### src/rtl/riscv_pkg.sv
// Shared pipeline definitions used by the writeback stage.
//   XLEN            datapath width
//   REG_ADDR_WIDTH  register index width
//   REG_ZERO        hard-wired zero register index (x0)
//   STARVE_CNT_W    width of the MEM starvation counter (holds up to 15)
//   wb_src_e        identifies which producer owns the writeback port
package riscv_pkg;

  localparam int XLEN           = 32;
  localparam int REG_ADDR_WIDTH = 5;
  localparam logic [REG_ADDR_WIDTH-1:0] REG_ZERO = 5'd0;
  localparam int STARVE_CNT_W   = 4;

  typedef enum logic {
    WB_ALU = 1'b0,
    WB_MEM = 1'b1
  } wb_src_e;

endpackage

### src/rtl/writeback_arbiter.sv
// Writeback arbiter: owns the single register-file write port and picks at
// most one result per cycle from the ALU (single-cycle) and MEM (load /
// multicycle) producers. The winning result is registered for exactly one
// cycle; the registered port doubles as the bypass source for decode because
// the register-file read is not write-through.
//
// Ports
//   clock, reset                  rising-edge clock, async active-high reset
//   alu_valid/alu_rd/alu_data     ALU result offer
//   alu_ready                     ALU result accepted this cycle
//   mem_valid/mem_rd/mem_data     MEM result offer
//   mem_ready                     MEM result accepted this cycle
//   register_write                write enable (registered, one cycle)
//   write_register, write_data    write index / data (registered, hold)
//   starve_active                 MEM currently holds forced priority
//
// Handshake: a result transfers on a rising edge where valid & ready. ready
// is a combinational function of valid and the starvation counter only (never
// of the outputs), is raised only for the single winner, and a producer keeps
// valid/rd/data stable until it is accepted.
module writeback_arbiter
  import riscv_pkg::*;
#(
  parameter int DATA_WIDTH     = XLEN,
  parameter int REG_ADDR_WIDTH = riscv_pkg::REG_ADDR_WIDTH,
  parameter int STARVE_LIMIT   = 4            // legal range 1..15
) (
  input  logic                      clock,
  input  logic                      reset,
  input  logic                      alu_valid,
  output logic                      alu_ready,
  input  logic [REG_ADDR_WIDTH-1:0] alu_rd,
  input  logic [DATA_WIDTH-1:0]     alu_data,
  input  logic                      mem_valid,
  output logic                      mem_ready,
  input  logic [REG_ADDR_WIDTH-1:0] mem_rd,
  input  logic [DATA_WIDTH-1:0]     mem_data,
  output logic                      register_write,
  output logic [REG_ADDR_WIDTH-1:0] write_register,
  output logic [DATA_WIDTH-1:0]     write_data,
  output logic                      starve_active
);

  localparam logic [STARVE_CNT_W-1:0] LIMIT_C = STARVE_CNT_W'(STARVE_LIMIT);
  localparam logic [REG_ADDR_WIDTH-1:0] ZERO_C = '0;

  logic [STARVE_CNT_W-1:0]   starve_cnt;
  logic [STARVE_CNT_W-1:0]   starve_cnt_next;
  logic                      grant_valid;
  wb_src_e                   grant_src;
  logic [REG_ADDR_WIDTH-1:0] sel_rd;
  logic [DATA_WIDTH-1:0]     sel_data;

  // The counter saturates at the limit, so equality is the forced-priority
  // condition.
  assign starve_active = (starve_cnt == LIMIT_C);

  // Priority: a starved MEM beats the ALU; otherwise the ALU wins and MEM
  // only gets the port when the ALU is idle.
  always_comb begin
    grant_valid = 1'b0;
    grant_src   = WB_ALU;
    if (starve_active && mem_valid) begin
      grant_valid = 1'b1;
      grant_src   = WB_MEM;
    end else if (alu_valid) begin
      grant_valid = 1'b1;
      grant_src   = WB_ALU;
    end else if (mem_valid) begin
      grant_valid = 1'b1;
      grant_src   = WB_MEM;
    end
  end

  assign alu_ready = grant_valid && (grant_src == WB_ALU);
  assign mem_ready = grant_valid && (grant_src == WB_MEM);

  always_comb begin
    sel_rd   = alu_rd;
    sel_data = alu_data;
    if (grant_src == WB_MEM) begin
      sel_rd   = mem_rd;
      sel_data = mem_data;
    end
  end

  // The counter measures how long the current MEM result has been waiting;
  // it restarts whenever there is no MEM result or the current one is taken.
  always_comb begin
    starve_cnt_next = starve_cnt;
    if (!mem_valid || mem_ready) begin
      starve_cnt_next = '0;
    end else if (starve_cnt != LIMIT_C) begin
      starve_cnt_next = starve_cnt + 1'b1;
    end
  end

  // Output stage. Writes to x0 still load index/data (keeps the bypass view
  // consistent) but never raise the write enable.
  always_ff @(posedge clock or posedge reset) begin
    if (reset) begin
      starve_cnt     <= '0;
      register_write <= 1'b0;
      write_register <= '0;
      write_data     <= '0;
    end else begin
      starve_cnt     <= starve_cnt_next;
      register_write <= grant_valid && (sel_rd != ZERO_C);
      if (grant_valid) begin
        write_register <= sel_rd;
        write_data     <= sel_data;
      end
    end
  end

  // Producer-side protocol and arbiter invariants.
  a_one_winner : assert property (@(posedge clock) disable iff (reset)
    !(alu_ready && mem_ready));

  a_alu_hold : assert property (@(posedge clock) disable iff (reset)
    (alu_valid && !alu_ready) |=> (alu_valid && $stable(alu_rd) && $stable(alu_data)));

  a_mem_hold : assert property (@(posedge clock) disable iff (reset)
    (mem_valid && !mem_ready) |=> (mem_valid && $stable(mem_rd) && $stable(mem_data)));

endmodule

### config.mk
export PLATFORM = sky130hd
export DESIGN_NAME = writeback_arbiter
export DESIGN_NICKNAME = d
export VERILOG_FILES = /design/src/rtl/riscv_pkg.sv /design/src/rtl/writeback_arbiter.sv
export SDC_FILE = /design/constraint.sdc
export NUM_CORES = 1
export LEC_CHECK = 0
export ABC_AREA = 0
export CELL_PAD_IN_SITES_DETAIL_PLACEMENT = 0
export CELL_PAD_IN_SITES_GLOBAL_PLACEMENT = 2
export CORE_AREA = 2 2 96 98
export DETAILED_ROUTE_END_ITERATION = 16
export DIE_AREA = 0 0 98 100
export PLACE_DENSITY = 0.84
export SETUP_SLACK_MARGIN = 0.5
export SYNTH_ARGS = -nofsm -noshare
export SYNTH_HDL_FRONTEND = slang
export SYNTH_SLANG_ARGS = --single-unit
### constraint.sdc
create_clock -name clock -period 5.3 [get_ports clock]
set_clock_uncertainty 0.2 [all_clocks]
set_input_delay 0.53 -clock clock [delete_from_list [all_inputs] [get_ports clock]]
set_output_delay 0.53 -clock clock [all_outputs]
set_load 0.02 [all_outputs]
# Word-level counts from Yosys, hierarchy flattened
# Index checks and enable logic that the tools add are counted.
# totals
mem_bits_rw,0
output_inout_bits,41
inputBits,78
word_cells,25
register_bits,42
latchBits,0
rom_bits,0
mem_count,0
# classes
magnitude_cmp,0
shift,0
n_mul,0
n_div,0
n_eq_ne,2
reduce_logical,8
addsub,1
n_mux,9
bitwise_logic,1
# op_table
operator,n
32-bit 2-to-1 mux,1
4-bit 2-to-1 mux,2
1-bit 2-to-1 mux,5
5-bit 2-to-1 mux,1
5-bit nonzero test,1
4-bit by 1-bit adder with 4-bit output (second input constant),1
4-bit by 3-bit equality test with 1-bit output (second input constant),1
1-bit logical AND,4
4-bit by 3-bit inequality test with 1-bit output (second input constant),1
2-bit nonzero test,1
1-bit logical NOT,1
1-bit logical OR,1
1-bit inverter,1

# Logic depth before layout (Yosys ltp)
# Gate-level depths: netlist of the first run.
# logic_depth
depth_word,6
depth_mapped,7
mapped_depth_nobuf,5

# Worst setup path before layout of the first run
# OpenSTA, ideal clock, no wires.
# synth_path
path_type,input-to-output
startpoint,in alu_valid
endpoint,out mem_ready
t_required_ns,4.570
arrival_time_ns,1.215
slack_ns,3.355
n_path_buf,2
stages,4
path_cell_list,buf_2 -> nand2b_1 -> nand2_1 -> buf_2
# synth_via
elab_chain_len,3
elab_cells_between_ends,5
cone_classes,mux: 4; reduce/logical: 1
# synth_rtl
element,line_no,rtl
"start, declared",writeback_arbiter.sv:30,"input logic alu_valid,"
1-bit 2-to-1 mux,writeback_arbiter.sv:66,end else if (alu_valid) begin
1-bit 2-to-1 mux,writeback_arbiter.sv:63,if (starve_active && mem_valid) begin
1-bit logical AND (*),writeback_arbiter.sv:76,assign mem_ready = grant_valid && (grant_src == WB_MEM);
"end, declared",writeback_arbiter.sv:35,"output logic mem_ready,"
# Mark *: on every way between the ends. The rest lies on a longest branch, timed or not.

# Worst setup path in the final report of the first run
# layout_path
startpoint,in mem_valid
endpoint,out mem_ready
# layout_via
elab_chain_len,4
elab_cells_between_ends,7
cone_classes,mux: 5; reduce/logical: 2
# layout_rtl
element,line_no,rtl
"start, declared",writeback_arbiter.sv:34,"input logic mem_valid,"
1-bit 2-to-1 mux,writeback_arbiter.sv:69,end else if (mem_valid) begin
1-bit 2-to-1 mux,writeback_arbiter.sv:66,
1-bit 2-to-1 mux,writeback_arbiter.sv:63,
1-bit logical AND (*),writeback_arbiter.sv:76,
# Marks and branches as above.

==> out/qor.csv, run 1 <==
stage;metric;value;unit
layout;Multi-input gate area;792;sq um
layout;NumNets Final;358;
sta;Final Hold Fails;0;
logic_synthesis;Cell Area, Synth;1960;sq um
route;Vias/cell;4.68;
logic_synthesis;post-synthesis mux area share;2.88;%
route;DR vias;1827;
place;pre-CTS worst setup slack;1.93;ns
floorplanning;Die H;100;um
grt;largest net degree at the start of global routing;43;
sta;RSZ-0062 raised after global routing;no;
route;number of detailed-route iterations in the first pass;6;
clock_network;total CTS buffers;5;
place;placed insts;382;
critical_path;CP max stage delay;0.74;ns
critical_path;RR Endpoint;write_data[24];
layout;ANT cells;0;
logic_synthesis;syn nets;244;
floorplanning;die area;9800;sq um
logic_synthesis;post-synth top area share;53.7;%
sta;ratio of final minimum period to clock period;63.5;%
critical_path;crit end category;output port;
critical_path;Critical Path Source Type;input pin;
floorplanning;row count;35;
pwr;Worst VDD drop;0.101;mV
logic_synthesis;Synth Register Bits;42;
logic_synthesis;top cells by area, synth;dfrtp_1, a221o_1, and2_1, mux2_2, buf_6;
pwr;leak pwr;1.39;nW
sta;Slew HR;26.4;%
route;Routed WL per cell;15.8;um
clock_network;Worst-Skew Late Latency;0.29;ns
critical_path;worst path bufs/invs;3;
layout;share of cells above drive strength 1;6.45;%
outcome;status;finished clean;
logic_synthesis;main combinational cell family by area after synthesis;compound AO/OA/AOI/OAI gates;
sta;Worst Tran Pin Value;1.10;ns
route;final WL;6140;um
place;hpwl dp;4260;um
floorplanning;core area;8890;sq um
critical_path;worst r2r path cells;5;
grt;initial antenna violation count;0;
critical_path;CP top delay family;buffers and inverters;
clock_network;Clk pin slew, worst setup/hold paths;0.08;ns
logic_synthesis;Synth cell types;24;
run;max-capacitance violation count;0;
clock_network;Resize count post-CTS;0;
clock_network;CTS root buffer;clkbuf_8;
critical_path;CP Class;input pin to output port;
sta;Slew Viols, Final;0;
grt;global route overflow;0;
critical_path;Crit path top cell by count;clkdlybuf4s50_1;
grt;gr usage total;12.4;%
critical_path;slowest library cell on the worst path;clkdlybuf4s50_1;
layout;Area Growth Syn to Fin;70.9;%
critical_path;worst r2r src;starve_cnt[0];
clock_network;clk buf depth;2;
grt;vias in the first global route;1885;
route;Final ANT Viol Nets;0;
sta;final setup margin;1.93;ns
logic_synthesis;adder-cell share of the synthesized area;1.28;%
pwr;Power Density;268;nW/um^2
sta;Max Clk Rate;297;MHz
clock_network;clock sink total;42;
layout;Reg area;1050;sq um
critical_path;CP cell instances;clkdlybuf4s50_1, nand4b_4, nand2_1, buf_4, clkdlybuf4s50_1;
layout;# fillers;882;
critical_path;CP Max Fanout;34;
worst_hold_path;Hold Crit Class;register to register;
sta;final setup fails;0;
worst_hold_path;hold_sp;starve_cnt[0];
route;drt drc;0;
critical_path;worst path arrival time;2.64;ns
clock_network;hold_buf cts;0;
sta;min cycle time layout;3.37;ns
worst_hold_path;WHS Path Cells;1;
clock_network;setup repair bufs after CTS;0;
sta;setup TNS;0;ns
logic_synthesis;post-synthesis sequential area ratio;53.7;%
logic_synthesis;Synth Area in Simple Gates;15.2;%
layout;post-route insts no fill;390;
floorplanning;# IOs;119;
floorplanning;Initial Utilization;22.0;%
worst_hold_path;Worst Hold Endpoint;starve_cnt[0];
place;Placer Congestion;0.770;
critical_path;cell count along the critical path;5;
place;# port buffers;118;
critical_path;reg2reg setup slack;3.41;ns
logic_synthesis;post-synthesis xor/xnor area fraction;0.896;%
logic_synthesis;biggest area consumer among synthesized cells;dfrtp_1;
logic_synthesis;cells after synthesis;164;
floorplanning;Horiz. Die Dim;98;um
logic_synthesis;Ys Warns;0;
grt;global-route wire length before repair;9710;um
clock_network;CTS tree;yes;
logic_synthesis;Post-Syn Area per Cell;11.9;sq um
clock_network;H-tree lvl count;2;
route;iteration-0 DRC count of the detailed router;50;
logic_synthesis;Compound-Gate Fraction of Synth Area;20.1;%
critical_path;Crit path required time;4.57;ns
==> power breakdown <==
group	switching, mW	leakage (nW)	internal [mW]
Sequential	0.0149	0.509	0.348
Clock	0.121	0.0683	0.189
Combinational	0.0945	0.812	0.128
==> how the worst max path moves through the flow <==
stage | start | end | slack [ns]
2_1_floorplan | alu_valid | mem_ready | 3.36
3_3_place_gp | mem_valid | mem_ready | 1.98
3_5_place_dp | mem_valid | mem_ready | 1.93
4_1_cts | mem_valid | mem_ready | 1.93
5_1_grt | mem_valid | mem_ready | 1.83
6_report | mem_valid | mem_ready | 1.93
==> state kept, by name, indices dropped and copies added (netlist names) <==
| signal | count |
|---|---|
| write_register | 5 |
| starve_cnt | 4 |
| register_write | 1 |
| write_data | 32 |
==> stage by stage <==
| stage | hold WS [ns] | power, mW | instance area [sq um] | utilization (%) |
|---|---|---|---|---|
| after floorplan | 0.254 | 0.462 | 1960 | - |
| after global placement | 0.276 | 0.592 | 3200 | 36.0 |
| after detailed placement | 0.288 | 0.593 | 3200 | 36.0 |
| after CTS | 0.299 | 0.911 | 3340 | 37.6 |
| after global routing | 0.326 | 0.938 | 3340 | 37.6 |
| final | 0.299 | 0.895 | 3340 | 37.6 |
==> worst register-to-register path, stage by stage, from the launching register on <==
cell,delay [ns]
dfrtp_1,0.42
inv_1,0.07
ha_1,0.20
nand4b_4,0.17
and2_4,0.35
a221o_1,0.37
==> layout make-up <==
class	count	share of cell area, %
sequential	42	31.4
tap	111	4.16
clock buffer	5	2.06
multi-input combinational	101	23.7
clock inverter	3	2.06
timing repair buffer	119	35.6
inverter	9	1.01
==> cells in the final DEF (no fill, tap or decap), types with 2 or more instances in the layout <==
cell	instances
clkdlybuf4s50_1	118
dfrtp_1	42
and2_1	32
a221o_1	32
inv_1	8
nor2_1	6
mux2_2	5
o22ai_1	5
a21oi_1	5
clkbuf_8	5
nand2_1	2
ha_1	2
bufinv_16	2
==> routing by layer <==
| layer | wire, um | vias up | track usage, % |
|---|---|---|---|
| met2 | 2910 | 88 | 20.3 |
| met4 | 68 | 0 | 3.63 |
| met1 | 2680 | 892 | 16.4 |
| met3 | 482 | 8 | 2.99 |
| li1 | - | 839 | - |
| met5 | 0 | - | 0 |
==> kinds of logic after synthesis <==
logic type / Yosys count
AO/OA/AOI/OAI: 44
XOR/XNOR: 2
adder cells (fa/ha/maj): 2
buffers and inverters: 21
flip-flops: 42
multiplexers: 5
AND/OR/NAND/NOR: 48
==> cell usage after synthesis <==
| master | n |
|---|---|
| dfrtp_1 | 42 |
| a221o_1 | 32 |
| and2_1 | 32 |
| inv_1 | 9 |
| nor2_1 | 7 |
| a21oi_1 | 5 |
| buf_2 | 5 |
| mux2_2 | 5 |
| o22ai_1 | 5 |
| buf_6 | 4 |
| clkbuf_1 | 3 |
| ha_1 | 2 |
| nand2_1 | 2 |
| a311oi_1 | 1 |
| and2_4 | 1 |
| and4_1 | 1 |
| nand2b_1 | 1 |
| nand3_1 | 1 |
| nand4b_4 | 1 |
| nor3_1 | 1 |
| nor4_1 | 1 |
| o211ai_1 | 1 |
| xnor2_1 | 1 |
| xor2_1 | 1 |
Note: power is estimated with default switching activity, not from simulation.
==> inputs of run 2 (changes only) <==
--- a/config.mk
+++ b/config.mk
@@ -8,10 +8,10 @@
 export ABC_AREA = 0
 export CELL_PAD_IN_SITES_DETAIL_PLACEMENT = 0
 export CELL_PAD_IN_SITES_GLOBAL_PLACEMENT = 2
-export CORE_AREA = 2 2 96 98
+export CORE_AREA = 2 2 100 102
 export DETAILED_ROUTE_END_ITERATION = 16
-export DIE_AREA = 0 0 98 100
-export PLACE_DENSITY = 0.84
+export DIE_AREA = 0 0 102 104
+export PLACE_DENSITY = 0.78
 export SETUP_SLACK_MARGIN = 0.5
 export SYNTH_ARGS = -nofsm -noshare
 export SYNTH_HDL_FRONTEND = slang
==> constraint.sdc (replaced) <==
create_clock -name clock -period 3.5 [get_ports clock]
set_clock_uncertainty 0.2 [all_clocks]
set_input_delay 0.35 -clock clock [delete_from_list [all_inputs] [get_ports clock]]
set_output_delay 0.35 -clock clock [all_outputs]
set_load 0.02 [all_outputs]
==> run 2 against run 1 <==
Against the previous run:
- sequential share of layout area about the same
- count of clock-buffer cells in the layout increased by 2
- final cell count grew 6.2%
- critical path type is now register to output port
- routed wire length increased by 1.7%
- sequential cell count is the same
- via count decreased by 3.9%
- global-route usage down 0.76 points
- clock power grew 6.8%
- setup slack lost 1.3 ns
==> out/qor.csv, run 2 (synthesis results as in run 1) <==
stage;metric;value;unit;change
route;drt drc;0;;unchanged
grt;gr usage total;11.6;%;-0.76 points
critical_path;crit end category;output port;;
layout;NumNets Final;360;;+0.56%
grt;initial antenna violation count;0;;unchanged
place;placed insts;406;;+6.3%
route;Routed WL per cell;15.1;um;-4.2%
pwr;Flop pwr share;44.9;%;+4.4 points
route;final WL;6250;um;+1.7%
sta;RSZ-0062 raised after global routing;no;;
floorplanning;die area;10600;sq um;+8.2%
pwr;Worst VDD drop;0.140;mV;+39%
layout;Area Growth Syn to Fin;70.7;%;
pwr;NetSw;0.337;mW;+46%
route;DR vias;1756;;-3.9%
pwr;Total Power;1.22;mW;+36%
sta;ratio of final minimum period to clock period;81.5;%;
critical_path;Worst Setup EP;alu_ready;;
sta;min cycle time layout;2.85;ns;
clock_network;CTS root buffer;clkbuf_8;;
floorplanning;row count;36;;+2.9%
critical_path;Crit path required time;2.95;ns;-1.62 ns
route;Vias/cell;4.24;;-9.5%
route;iteration-0 DRC count of the detailed router;69;;+38%
sta;Slew HR;38.4;%;+12 points
worst_hold_path;WHS Path Cells;1;;unchanged
layout;post-route insts no fill;414;;+6.2%
sta;hold slack;0.301;ns;+0.00148 ns
clock_network;CTS tree;yes;;
layout;# fillers;987;;+12%
clock_network;setup repair bufs after CTS;0;;unchanged
floorplanning;Initial Utilization;20.5;%;-1.5 points
critical_path;worst path arrival time;2.30;ns;-0.34 ns
sta;final setup fails;0;;unchanged
floorplanning;Die H;104;um;+4.0%
floorplanning;core area;9550;sq um;+7.4%
sta;Final Hold Fails;0;;unchanged
critical_path;CP Max Fanout;38;;+12%
sta;Max Clk Rate;351;MHz;
pwr;Internal Dissipation;0.881;mW;+33%
pwr;Power Density;365;nW/um^2;+36%
grt;global route overflow;0;;unchanged
critical_path;CP Class;register to output port;;
route;number of detailed-route iterations in the first pass;5;;-1
grt;largest net degree at the start of global routing;43;;unchanged
sta;setup TNS;0;ns;unchanged
critical_path;Critical Path Source Type;register;;
layout;ANT cells;0;;unchanged
layout;Biggest register;write_data;;
layout;most common cell after layout, fill and taps aside;clkdlybuf4s50_1;;
clock_network;hold_buf cts;0;;unchanged
place;# port buffers;118;;unchanged
grt;global-route wire length before repair;9630;um;-0.78%
worst_hold_path;Hold Crit Class;register to register;;
clock_network;H-tree lvl count;2;;unchanged
floorplanning;# IOs;119;;unchanged
grt;vias in the first global route;1874;;-0.58%
clock_network;Resize count post-CTS;0;;unchanged
sta;Slew Viols, Final;0;;unchanged
layout;top flop regs;write_data: 32 flops, write_register: 5 flops, starve_cnt: 4 flops;;
place;Placer Congestion;0.755;;-1.9%
run;max-capacitance violation count;0;;unchanged
clock_network;total CTS buffers;5;;unchanged
place;hpwl dp;4310;um;+1.1%
route;Final ANT Viol Nets;0;;unchanged
critical_path;RR Endpoint;write_data[5];;
pwr;switch share;27.7;%;+1.9 points
layout;share of cells above drive strength 1;6.76;%;+0.31 points
sta;Worst Tran Pin Value;0.924;ns;-0.179 ns
pwr;Gate power share;27.9;%;+3.1 points
layout;most frequent cells in the layout;clkdlybuf4s50_1, dfrtp_1, and2_1, a221o_1, inv_1;;
outcome;status;finished clean;;
clock_network;Clk pin slew, worst setup/hold paths;0.08;ns;about the same
clock_network;Worst-Skew Late Latency;0.29;ns;about the same
clock_network;clock sink total;42;;unchanged
clock_network;clk buf depth;2;;unchanged
pwr;clock network fraction of design power;27.2;%;-7.5 points
critical_path;worst r2r src;starve_cnt[0];;
critical_path;CP Launch Point;starve_cnt[0];;
layout;max reg flops;32;;unchanged
critical_path;worst r2r path cells;6;;+1
critical_path;reg2reg setup slack;1.55;ns;-1.86 ns
floorplanning;Horiz. Die Dim;102;um;+4.1%
pwr;leak pwr;1.38;nW;-0.73%
run 2: changes by cell type in the layout (fill, tap and decap cells not counted):
cell / change
buf_4: +2
bufinv_16: -2
clkbuf_1: +1
clkbuf_8: +1
clkinv_2: +1
clkinv_4: -1
run 2: final cells by class:
class	instances	area, sq um	share of cell area [%]
Inverter	9	33.8	1.01
Sequential cell	42	1050	31.5
Tap cell	133	166	4.99
Clock inverter	1	5.00	0.150
Timing Repair Buffer	121	1200	36.1
Clock buffer	7	86.3	2.59
Multi-Input combinational cell	101	792	23.7
run 2: worst min path at each step:
| stage | from | endpoint |
|---|---|---|
| final | starve_cnt[0] | starve_cnt[0] |
| after global routing | starve_cnt[0] | starve_cnt[0] |
| after CTS | starve_cnt[0] | starve_cnt[0] |
| after detailed placement | starve_cnt[0] | starve_cnt[0] |
| after global placement | starve_cnt[0] | starve_cnt[0] |
| after floorplan | starve_cnt[0] | starve_cnt[0] |
run 2: worst max-delay path, cell delays in order (launching register included):
cell,delay (ns)
dfrtp_1,0.40
inv_1,0.06
ha_1,0.24
nand4b_4,0.14
and2_4,0.47
clkdlybuf4s50_1,0.70
run 2: stage by stage:
stage	worst slack [ns]	utilization, %	instance area (sq um)
2_1_floorplan	1.69	-	1960
3_3_place_gp	0.702	34.0	3250
3_5_place_dp	0.699	34.0	3250
4_1_cts	0.607	35.0	3340
5_1_grt	0.503	35.0	3340
6_report	0.648	35.0	3340
run 2: layer usage:
layer  routed length (um)  vias up  track usage (%)
li1                     -      840                -
met5                    0        -                0
met2                 2890       77             19.1
met1                 2830      831             14.9
met4                   95        0             3.14
met3                  441        8             3.23
run 2: power by group through the flow:
stage               sequential (mW)  combinational (mW)  clock (mW)
floorplan                     0.607              0.0929           0
global placement              0.556               0.342           0
detailed placement            0.557               0.343           0
CTS                           0.548               0.345       0.350
global route                  0.553               0.362       0.371
finish                        0.547               0.339       0.331
